$ cat config.mk
export PLATFORM = sky130hd
export DESIGN_NAME = encmem_arbiter
export DESIGN_NICKNAME = d
export VERILOG_FILES = /design/src/rtl/encmem_pkg.sv /design/src/rtl/encmem_core.sv /design/src/rtl/encmem_arbiter.sv
export SDC_FILE = /design/constraint.sdc
export NUM_CORES = 1
export LEC_CHECK = 0
export ABC_AREA = 1
export ABC_CLOCK_PERIOD_IN_PS = 3600
export CORE_ASPECT_RATIO = 1.4
export CORE_MARGIN = 2
export CORE_UTILIZATION = 58
export CTS_CLUSTER_SIZE = 14
export DETAILED_ROUTE_END_ITERATION = 12
export PLACE_DENSITY = 0.88
export SLEW_MARGIN = 20
export SYNTH_ARGS = -nofsm -noshare
export SYNTH_HDL_FRONTEND = slang
export SYNTH_SLANG_ARGS = --single-unit
$ cat constraint.sdc
create_clock -name CLK -period 3.6 [get_ports CLK]
set_input_delay 0.54 -clock CLK [delete_from_list [all_inputs] [get_ports CLK]]
set_output_delay 0.54 -clock CLK [all_outputs]
set_load 0.01 [all_outputs]
$ cat src/rtl/encmem_pkg.sv
// Shared geometry, mask table and FSM state encoding for the encoded difference memory.
package encmem_pkg;

    localparam int unsigned ENCMEM_DEPTH = 8;
    localparam int unsigned ENCMEM_AW    = 3;
    localparam int unsigned ENCMEM_DW    = 8;

    typedef enum logic {
        ST_IDLE,
        ST_CLEAR
    } state_t;

    function automatic logic [ENCMEM_DW-1:0] encmem_mask(input logic [ENCMEM_AW-1:0] idx);
        logic [ENCMEM_DW-1:0] m;
        unique case (idx)
            3'd0:    m = 8'h00;
            3'd1:    m = 8'h55;
            3'd2:    m = 8'hAA;
            3'd3:    m = 8'h33;
            3'd4:    m = 8'hCC;
            3'd5:    m = 8'h0F;
            3'd6:    m = 8'hF0;
            default: m = 8'hFF;
        endcase
        return m;
    endfunction

endpackage

$ cat src/rtl/encmem_core.sv
// 8x8 storage holding |number - mask[index]| per entry; single write/read port,
// registered read data, clear path writes zero.
module encmem_core
    import encmem_pkg::*;
(
    input  logic                 clk,
    input  logic                 rst,
    input  logic                 en,
    input  logic                 wr,
    input  logic                 clr,
    input  logic [ENCMEM_AW-1:0] addr,
    input  logic [ENCMEM_DW-1:0] number,
    output logic [ENCMEM_DW-1:0] rdata
);

    logic [ENCMEM_DW-1:0] mem [ENCMEM_DEPTH];
    logic [ENCMEM_DW-1:0] mask;
    logic [ENCMEM_DW-1:0] wdata;

    always_comb begin
        mask  = encmem_mask(addr);
        wdata = (number > mask) ? (number - mask) : (mask - number);
        if (clr) begin
            wdata = '0;
        end
    end

    always_ff @(posedge clk) begin
        if (rst) begin
            for (int unsigned i = 0; i < ENCMEM_DEPTH; i++) begin
                mem[i] <= '0;
            end
            rdata <= '0;
        end else if (en) begin
            if (wr) begin
                mem[addr] <= wdata;
            end else begin
                rdata <= mem[addr];
            end
        end
    end

endmodule

$ cat src/rtl/encmem_arbiter.sv
// Round-robin two-client front end for encmem_core with per-client read return.
// Optional hardware clear sweep enabled by defining ENCMEM_CLEAR_EN.
module encmem_arbiter
    import encmem_pkg::*;
(
    input  logic                 CLK,
    input  logic                 RST,
`ifdef ENCMEM_CLEAR_EN
    input  logic                 clr_req,
    output logic                 clr_busy,
`endif
    input  logic                 req0,
    input  logic                 req1,
    input  logic                 mode0,
    input  logic                 mode1,
    input  logic [ENCMEM_AW-1:0] index0,
    input  logic [ENCMEM_AW-1:0] index1,
    input  logic [ENCMEM_DW-1:0] number0,
    input  logic [ENCMEM_DW-1:0] number1,
    output logic                 gnt0,
    output logic                 gnt1,
    output logic                 rvalid0,
    output logic                 rvalid1,
    output logic [ENCMEM_DW-1:0] result0,
    output logic [ENCMEM_DW-1:0] result1
);

    state_t               state;
    logic [ENCMEM_AW-1:0] sweep_idx;
    logic                 prio;
    logic                 serve;
    logic                 clearing;
    logic                 core_en;
    logic                 core_wr;
    logic [ENCMEM_AW-1:0] core_addr;
    logic [ENCMEM_DW-1:0] core_number;
    logic [ENCMEM_DW-1:0] rdata;
    logic [ENCMEM_DW-1:0] hold0;
    logic [ENCMEM_DW-1:0] hold1;

`ifdef ENCMEM_CLEAR_EN
    state_t               state_nxt;
    logic [ENCMEM_AW-1:0] sweep;

    always_ff @(posedge CLK) begin
        if (RST) begin
            state <= ST_IDLE;
            sweep <= '0;
        end else begin
            state <= state_nxt;
            if (state == ST_CLEAR) begin
                sweep <= sweep + 1'b1;
            end
        end
    end

    always_comb begin
        state_nxt = state;
        unique case (state)
            ST_IDLE:  if (clr_req) state_nxt = ST_CLEAR;
            ST_CLEAR: if (sweep == ENCMEM_AW'(ENCMEM_DEPTH - 1)) state_nxt = ST_IDLE;
            default:  state_nxt = ST_IDLE;
        endcase
    end

    always_comb sweep_idx = sweep;
`else
    always_comb begin
        state     = ST_IDLE;
        sweep_idx = '0;
    end
`endif

    always_comb begin
        clearing = (state == ST_CLEAR);
        serve    = (state == ST_IDLE);
`ifdef ENCMEM_CLEAR_EN
        // The accept cycle issues no grant so the clear wins over pending requests.
        serve    = serve && !clr_req;
        clr_busy = clearing;
`endif
        gnt0        = serve && req0 && (!req1 || !prio);
        gnt1        = serve && req1 && (!req0 || prio);
        core_en     = gnt0 || gnt1 || clearing;
        core_wr     = !mode0;
        core_addr   = index0;
        core_number = number0;
        if (clearing) begin
            core_wr   = 1'b1;
            core_addr = sweep_idx;
        end else if (gnt1) begin
            core_wr     = !mode1;
            core_addr   = index1;
            core_number = number1;
        end
    end

    encmem_core u_core (
        .clk    (CLK),
        .rst    (RST),
        .en     (core_en),
        .wr     (core_wr),
        .clr    (clearing),
        .addr   (core_addr),
        .number (core_number),
        .rdata  (rdata)
    );

    always_ff @(posedge CLK) begin
        if (RST) begin
            prio    <= 1'b0;
            rvalid0 <= 1'b0;
            rvalid1 <= 1'b0;
            hold0   <= '0;
            hold1   <= '0;
        end else begin
            if (gnt0) begin
                prio <= 1'b1;
            end else if (gnt1) begin
                prio <= 1'b0;
            end
            rvalid0 <= gnt0 && mode0;
            rvalid1 <= gnt1 && mode1;
            if (rvalid0) hold0 <= rdata;
            if (rvalid1) hold1 <= rdata;
        end
    end

    // The core's read register is shared; each client keeps its own copy once the pulse ends.
    always_comb begin
        result0 = rvalid0 ? rdata : hold0;
        result1 = rvalid1 ? rdata : hold1;
    end

endmodule
==> impl_metrics.yaml, run 1 <==
status:
  status: "completed"
pwr:
  ir_drop_uv: 430
  p_leak_nw: 2.98
  fin_total_pwr_mw: 3.05
  p_per_area_nw_per_um2: 482
hold_path:
  hold_path_class: "flop to flop"
yosys:
  ys_seq_elements: 91
  syn_inst: 656
  syn_area_per_cell_um2: 7.99
  yosysTopAreaCellShare_pct: 36.7
  yosysTopAreaCell: "edfxtp_1"
  synthTopCellsByArea: "edfxtp_1 37%, nand2_1 14%, dfxtp_1 10%"
  yosysUniqueCellTypes: 34
  yosysWarnings: 0
  syn_nets: 701
  syn_area_um2: 5240
  synth-seq-area-share_pct: 47.0
clocking:
  cts_tree: "done"
  insertion_delay_ns: 0.34
  cts_buffers: 9
  clock_path_buffers: 2
  cts_setup_buffers: 0
  hold_buffers: 0
  clk_pin_slew_ns: 0.06
  cts_sinks: 91
  clockRootBuffer: "clkbuf_16"
  h-tree-depth: 3
cells_and_area:
  regArea_um2: 2460
  fill_cells: 598
  drive_gt1_share_pct: 12.1
  layout_common_cells: "187 x nand2_1, 104 x inv_1, 84 x a21oi_1"
  layout_commonest_cell: "nand2_1"
  n_antenna_cell: 0
  multi_input_area_um2: 2280
  final_cell_area_um2: 6340
  areaGrowthSynthToFinish_pct: 20.9
  fin_cells: 843
  nNetsFinal: 776
global_routing:
  grt_pass1_vias: 4582
  grt_pass1_wl_um: 21800
  grt_max_degree: 36
  overflow: 0
  track_usage_pct: 28.7
  antenna_found_initial: 0
floorplan:
  pin_count: 48
  die_x_um: 84.3
  start_util_pct: 59.0
  core_area_um2: 8870
  rows: 41
  die_h_um: 116
  dieArea_um2: 9820
worst_setup_path:
  cp_slowest_cell: "clkdlybuf4s50_1"
  crit_path_frequent_cell: "nand2_1"
  critPathKind: "primary input to flop"
  crit_end: "u_core.mem[3][4]"
  endpoint_kind: "flop"
  crit_path_max_fanout: 9
  rr_startpoint: "prio"
  reg2reg_to: "u_core.mem[3][4]"
  critPathLaunchType: "primary input"
  arrival_ns: 3.49
  cp_cell_sequence: "clkdlybuf4s50_1 -> nand2_4 -> nand2_8 -> nand2_1 -> nand2_2 -> nor3_1 -> buf_4 -> nor2_1 -> ha_1 -> a21oi_1 -> a21boi_0 -> nand2_1 -> nand2_2 -> inv_1 -> nand2_1 -> buf_4 -> a21oi_1"
  reg2reg_depth: 17
  worstSetupStartpoint: "req0"
  cpPeakStageDelay_ns: 0.46
  crit_required_ns: 3.69
  reg2reg_slack_ns: 0.51
timing:
  rsz0062_at_grt: "no"
  hold_viol: 0
  fin_skew_ns: 0.00623
  fin_crit_ns: 3.41
  maxSlewHeadroom_pct: 62.7
  final-setup-viol-count: 0
  worst_slew_pin_slew_ns: 0.559
  slew_violations: 0
  final.period_utilization_pct: 94.6
  fmax_mhz: 294
detailed_routing:
  route.detailed.drc: 0
  drtAntennaViolNets: 0
  wl_per_cell_um: 16.3
  vias: 4833
  first_pass_iters: 5
  routed_via_density: 5.73
  wl_um: 13700
  drt-initial-drc-count: 524
placed_design:
  dpl.hpwl_um: 9880
  portBuffers: 47
  post_dp_cell_area_um2: 6030
  gp_congestion: 0.964
  place_inst: 827
flow_run:
  cap_violations: 0
==> registers in the layout, indices dropped and copies added, names as in the netlist <==
name / cells
u_core.mem: 64
hold0: 8
hold1: 8
u_core.rdata: 8
prio: 1
rvalid0: 1
rvalid1: 1
==> what timing repair did <==
item / CTS / global route
endpoints found under the hold margin: 0 / 0
setup endpoints to repair: 0 / 28
gates resized for setup: 0 / 4
==> area by class of cell <==
type	instances	area share (%)
multi-input combinational	437	35.9
tap	107	2.11
timing repair buffer	85	12.1
inverter	107	6.34
clock buffer	10	3.61
sequential	91	38.9
clock inverter	6	1.01
==> where the power goes <==
| part | internal (mW) | switching, mW | total, mW |
|---|---|---|---|
| clock | 0.538 | 0.396 | 0.935 |
| sequential | 1.17 | 0.0245 | 1.20 |
| combinational | 0.331 | 0.589 | 0.920 |
| total | 2.04 | 1.01 | 3.05 |
==> metal layers <==
metal	track usage [%]	routed length, um	share of wire [%]
met2	55.3	7490	55
met1	29.4	4630	34
met4	16.2	688	5.0
met5	0	0	0
met3	4.31	922	6.7
==> logic make-up (layout without fill, tap and decap cells) <==
family / count (synthesis) / after routing / synth area share, %
compound gates: 112 / 112 / 11.1
simple gates: 301 / 301 / 26.6
fa+ha+maj: 17 / 17 / 4.35
flops: 91 / 91 / 47.0
buf+inv: 128 / 208 / 9.82
xor+xnor: 7 / 7 / 1.17
==> synth_stat cells <==
master,count
a211oi_1,1
a21boi_0,2
a21o_1,1
a21oi_1,84
buf_1,1
buf_2,6
buf_4,5
buf_6,1
clkbuf_1,8
dfxtp_1,27
edfxtp_1,64
fa_1,2
ha_1,15
inv_1,104
inv_2,3
nand2_1,189
nand2_2,5
nand2_4,4
nand2_8,1
nand3_1,43
nand3_4,5
nand3b_1,2
nand4_1,1
nor2_1,33
nor2_2,4
nor2_4,1
nor2_8,2
nor3_1,5
o21ai_0,17
o21ai_1,4
o21ai_2,2
o21bai_1,1
or2_2,6
xor2_1,7
==> critical path, delay by kind of cell <==
| family | cells | cell delay (ns) |
|---|---|---|
| AO/OA/AOI/OAI | 3 | 0.43 |
| buffers and inverters | 4 | 0.94 |
| adder cells (fa/ha/maj) | 1 | 0.34 |
| AND/OR/NAND/NOR | 9 | 1.22 |
==> worst min-delay path by stage <==
stage / startpoint / to / slack (ns) / cells past startpoint
6_report: hold1[0] / hold1[0] / 0.47 / 2
4_1_cts: hold0[0] / hold0[0] / 0.47 / 2
3_5_place_dp: hold0[0] / hold0[0] / 0.46 / 2
5_1_grt: hold0[6] / hold0[6] / 0.49 / 2
2_1_floorplan: hold0[0] / hold0[0] / 0.45 / 2
3_3_place_gp: hold0[1] / hold0[1] / 0.46 / 2
==> stage by stage <==
step                utilization (%)  setup WS, ns  hold slack [ns]  TNS, ns
floorplan                         -         0.494            0.448        0
global placement               67.9       -0.0181            0.456   -0.127
detailed placement             67.9        -0.130            0.462    -2.76
CTS                            71.2         0.214            0.470        0
global route                   71.4        0.0176            0.487        0
finish                         71.4         0.195            0.468        0
Note: power is estimated with default switching activity, not from simulation.
==> inputs of run 2 (changes only) <==
--- a/config.mk
+++ b/config.mk
@@ -6,7 +6,7 @@
 export NUM_CORES = 1
 export LEC_CHECK = 0
 export ABC_AREA = 1
-export ABC_CLOCK_PERIOD_IN_PS = 3600
+export CAP_MARGIN = 10
 export CORE_ASPECT_RATIO = 1.4
 export CORE_MARGIN = 2
 export CORE_UTILIZATION = 58
==> results of run 2 <==
No change in the layout: final DEF, timing and power equal those of run 1.
==> inputs of run 3 (changes only) <==
--- a/config.mk
+++ b/config.mk
@@ -12,7 +12,7 @@
 export CORE_UTILIZATION = 58
 export CTS_CLUSTER_SIZE = 14
 export DETAILED_ROUTE_END_ITERATION = 12
-export PLACE_DENSITY = 0.88
+export PLACE_DENSITY_LB_ADDON = 0.1
 export SLEW_MARGIN = 20
 export SYNTH_ARGS = -nofsm -noshare
 export SYNTH_HDL_FRONTEND = slang
==> constraint.sdc (replaced) <==
create_clock -name CLK -period 3.35 [get_ports CLK]
set_input_delay 0.5025 -clock CLK [delete_from_list [all_inputs] [get_ports CLK]]
set_output_delay 0.5025 -clock CLK [all_outputs]
set_load 0.01 [all_outputs]
==> run 3 against run 2 <==
Register-to-register slack hardly changed. Total power rose by 13%. Die area unchanged. Non-clock buffer count rose by 31.
==> impl_metrics.yaml, run 3 (synthesized netlist as in run 1, its figures left out) <==
clocking:
  clock_path_buffers: 2
  cts_buffers: 9
  h-tree-depth: 3
  cts_setup_buffers: 0
  insertion_delay_ns: 0.34
  clk_pin_slew_ns: 0.06
  hold_buffers: 0
  clockRootBuffer: "clkbuf_16"
  cts_tree: "done"
  cts_sinks: 91
cells_and_area:
  areaGrowthSynthToFinish_pct: 26.2
  largest_register: "u_core.mem"
  largest_register_ff_count: 64
  n_antenna_cell: 0
  nNetsFinal: 807
  final_util_pct: 74.5
  fill_cells: 704
  drive_gt1_share_pct: 16.3
  layout_commonest_cell: "nand2_1"
  layout_common_cells: "186 x nand2_1, 103 x inv_1, 82 x a21oi_1"
detailed_routing:
  wl_per_cell_um: 15.4
  route.detailed.drc: 0
  wl_um: 13500
  drt-initial-drc-count: 501
  drtAntennaViolNets: 0
  first_pass_iters: 5
  vias: 4593
  routed_via_density: 5.26
floorplan:
  die_h_um: 116
  pin_count: 48
  start_util_pct: 59.0
  rows: 41
  dieArea_um2: 9820
  die_x_um: 84.3
  core_area_um2: 8870
worst_setup_path:
  crit_path_frequent_cell: "nand2_1"
  critPathKind: "primary input to flop"
  cp_cell_sequence: "clkdlybuf4s50_1 -> nand2_4 -> nand2_8 -> nand2_1 -> nand2_2 -> nor2_8 -> inv_1 -> nor2_2 -> nor3_2 -> inv_1 -> ha_1 -> nand2_1 -> o21ai_0 -> buf_4 -> nand3_1 -> nand2_1 -> nand2_1 -> nand2_1 -> nand2_1 -> buf_4 -> a21oi_1"
  cp_slowest_cell: "clkdlybuf4s50_1"
  cpPeakStageDelay_ns: 0.52
  critPathLaunchType: "primary input"
  endpoint_kind: "flop"
  crit_required_ns: 3.51
  arrival_ns: 3.32
  crit_path_max_fanout: 9
global_routing:
  overflow: 0
  track_usage_pct: 28.7
  grt_pass1_vias: 4572
  grt_pass1_wl_um: 21500
  antenna_found_initial: 0
  grt_max_degree: 36
pwr:
  swShare_pct: 32.7
  pwr-share-seq_pct: 37.5
  p_int_mw: 2.31
  switchingPower_mw: 1.13
  clockPowerShare_pct: 29.7
  p_comb_share_pct: 32.8
  p_per_area_nw_per_um2: 520
  p_leak_nw: 3.14
  ir_drop_uv: 370
timing:
  slew_violations: 0
  hold-worst-slack_ns: 0.467
  final.period_utilization_pct: 94.1
  final-setup-viol-count: 0
  fin_skew_ns: 0.00785
  hold_viol: 0
  fin_crit_ns: 3.15
  fmax_mhz: 317
  maxSlewHeadroom_pct: 70.0
  worst_slew_pin_slew_ns: 0.450
  rsz0062_at_grt: "no"
hold_path:
  hold_path_class: "flop to flop"
status:
  status: "completed"
placed_design:
  gp_congestion: 0.856
  portBuffers: 47
  dpl.hpwl_um: 9920
flow_run:
  cap_violations: 0
run 3: final timing paths:
| kind | cells after the start | startpoint | endpoint | slack, ns |
|---|---|---|---|---|
| max | 21 | req0 | u_core.mem[3][5] | 0.20 |
| max reg2reg | 18 | prio | u_core.mem[5][2] | 0.50 |
| min reg2reg | 2 | hold1[1] | hold1[1] | 0.47 |
| min | 2 | hold1[1] | hold1[1] | 0.47 |
run 3: layout make-up:
type	instances	area [um^2]	area share, %
clock buffers	10	229	3.46
well taps	107	134	2.02
inverters	107	402	6.07
clock inverters	6	70.1	1.06
repair buffers	116	1030	15.6
flip-flops and latches	91	2460	37.2
multi-input cells	437	2290	34.6
run 3: routing by layer:
layer / wire (um) / track usage (%) / vias up / share of wire, %
met5: 0 / 0 / - / 0
met4: 599 / 12.8 / 0 / 4.4
met3: 618 / 4.10 / 40 / 4.6
met2: 7290 / 54.9 / 138 / 54
met1: 4980 / 31.3 / 2096 / 37
li1: - / - / 2319 / -
run 3: critical path, delay by kind of cell:
kind / cells / cell delay [ns]
AO/OA/AOI/OAI: 2 / 0.39
adder cells (fa/ha/maj): 1 / 0.33
buffers and inverters: 5 / 0.97
AND/OR/NAND/NOR: 13 / 1.14
run 3: power by group through the flow:
stage / clock [mW] / combinational [mW] / sequential (mW)
3_5_place_dp: 0 / 1.10 / 1.31
2_1_floorplan: 0 / 0.572 / 1.30
5_1_grt: 1.07 / 1.23 / 1.29
3_3_place_gp: 0 / 1.09 / 1.31
4_1_cts: 1.02 / 1.11 / 1.29
6_report: 1.02 / 1.13 / 1.29
run 3: repair_timing:
item,CTS,global route
endpoints found under the setup margin,0,43
hold endpoints to repair,0,0
gates resized for setup,0,11
run 3: stage by stage:
stage          setup TNS [ns]  instances  power, mW  setup slack (ns)  area [um^2]
2_1_floorplan               0        656       1.87             0.282         5240
3_3_place_gp            -5.79        858       2.40            -0.157         6290
3_5_place_dp            -7.46        858       2.41            -0.207         6290
4_1_cts                     0        874       3.42             0.136         6590
5_1_grt                     0        874       3.59           0.00693         6610
6_report                    0        874       3.44             0.199         6610
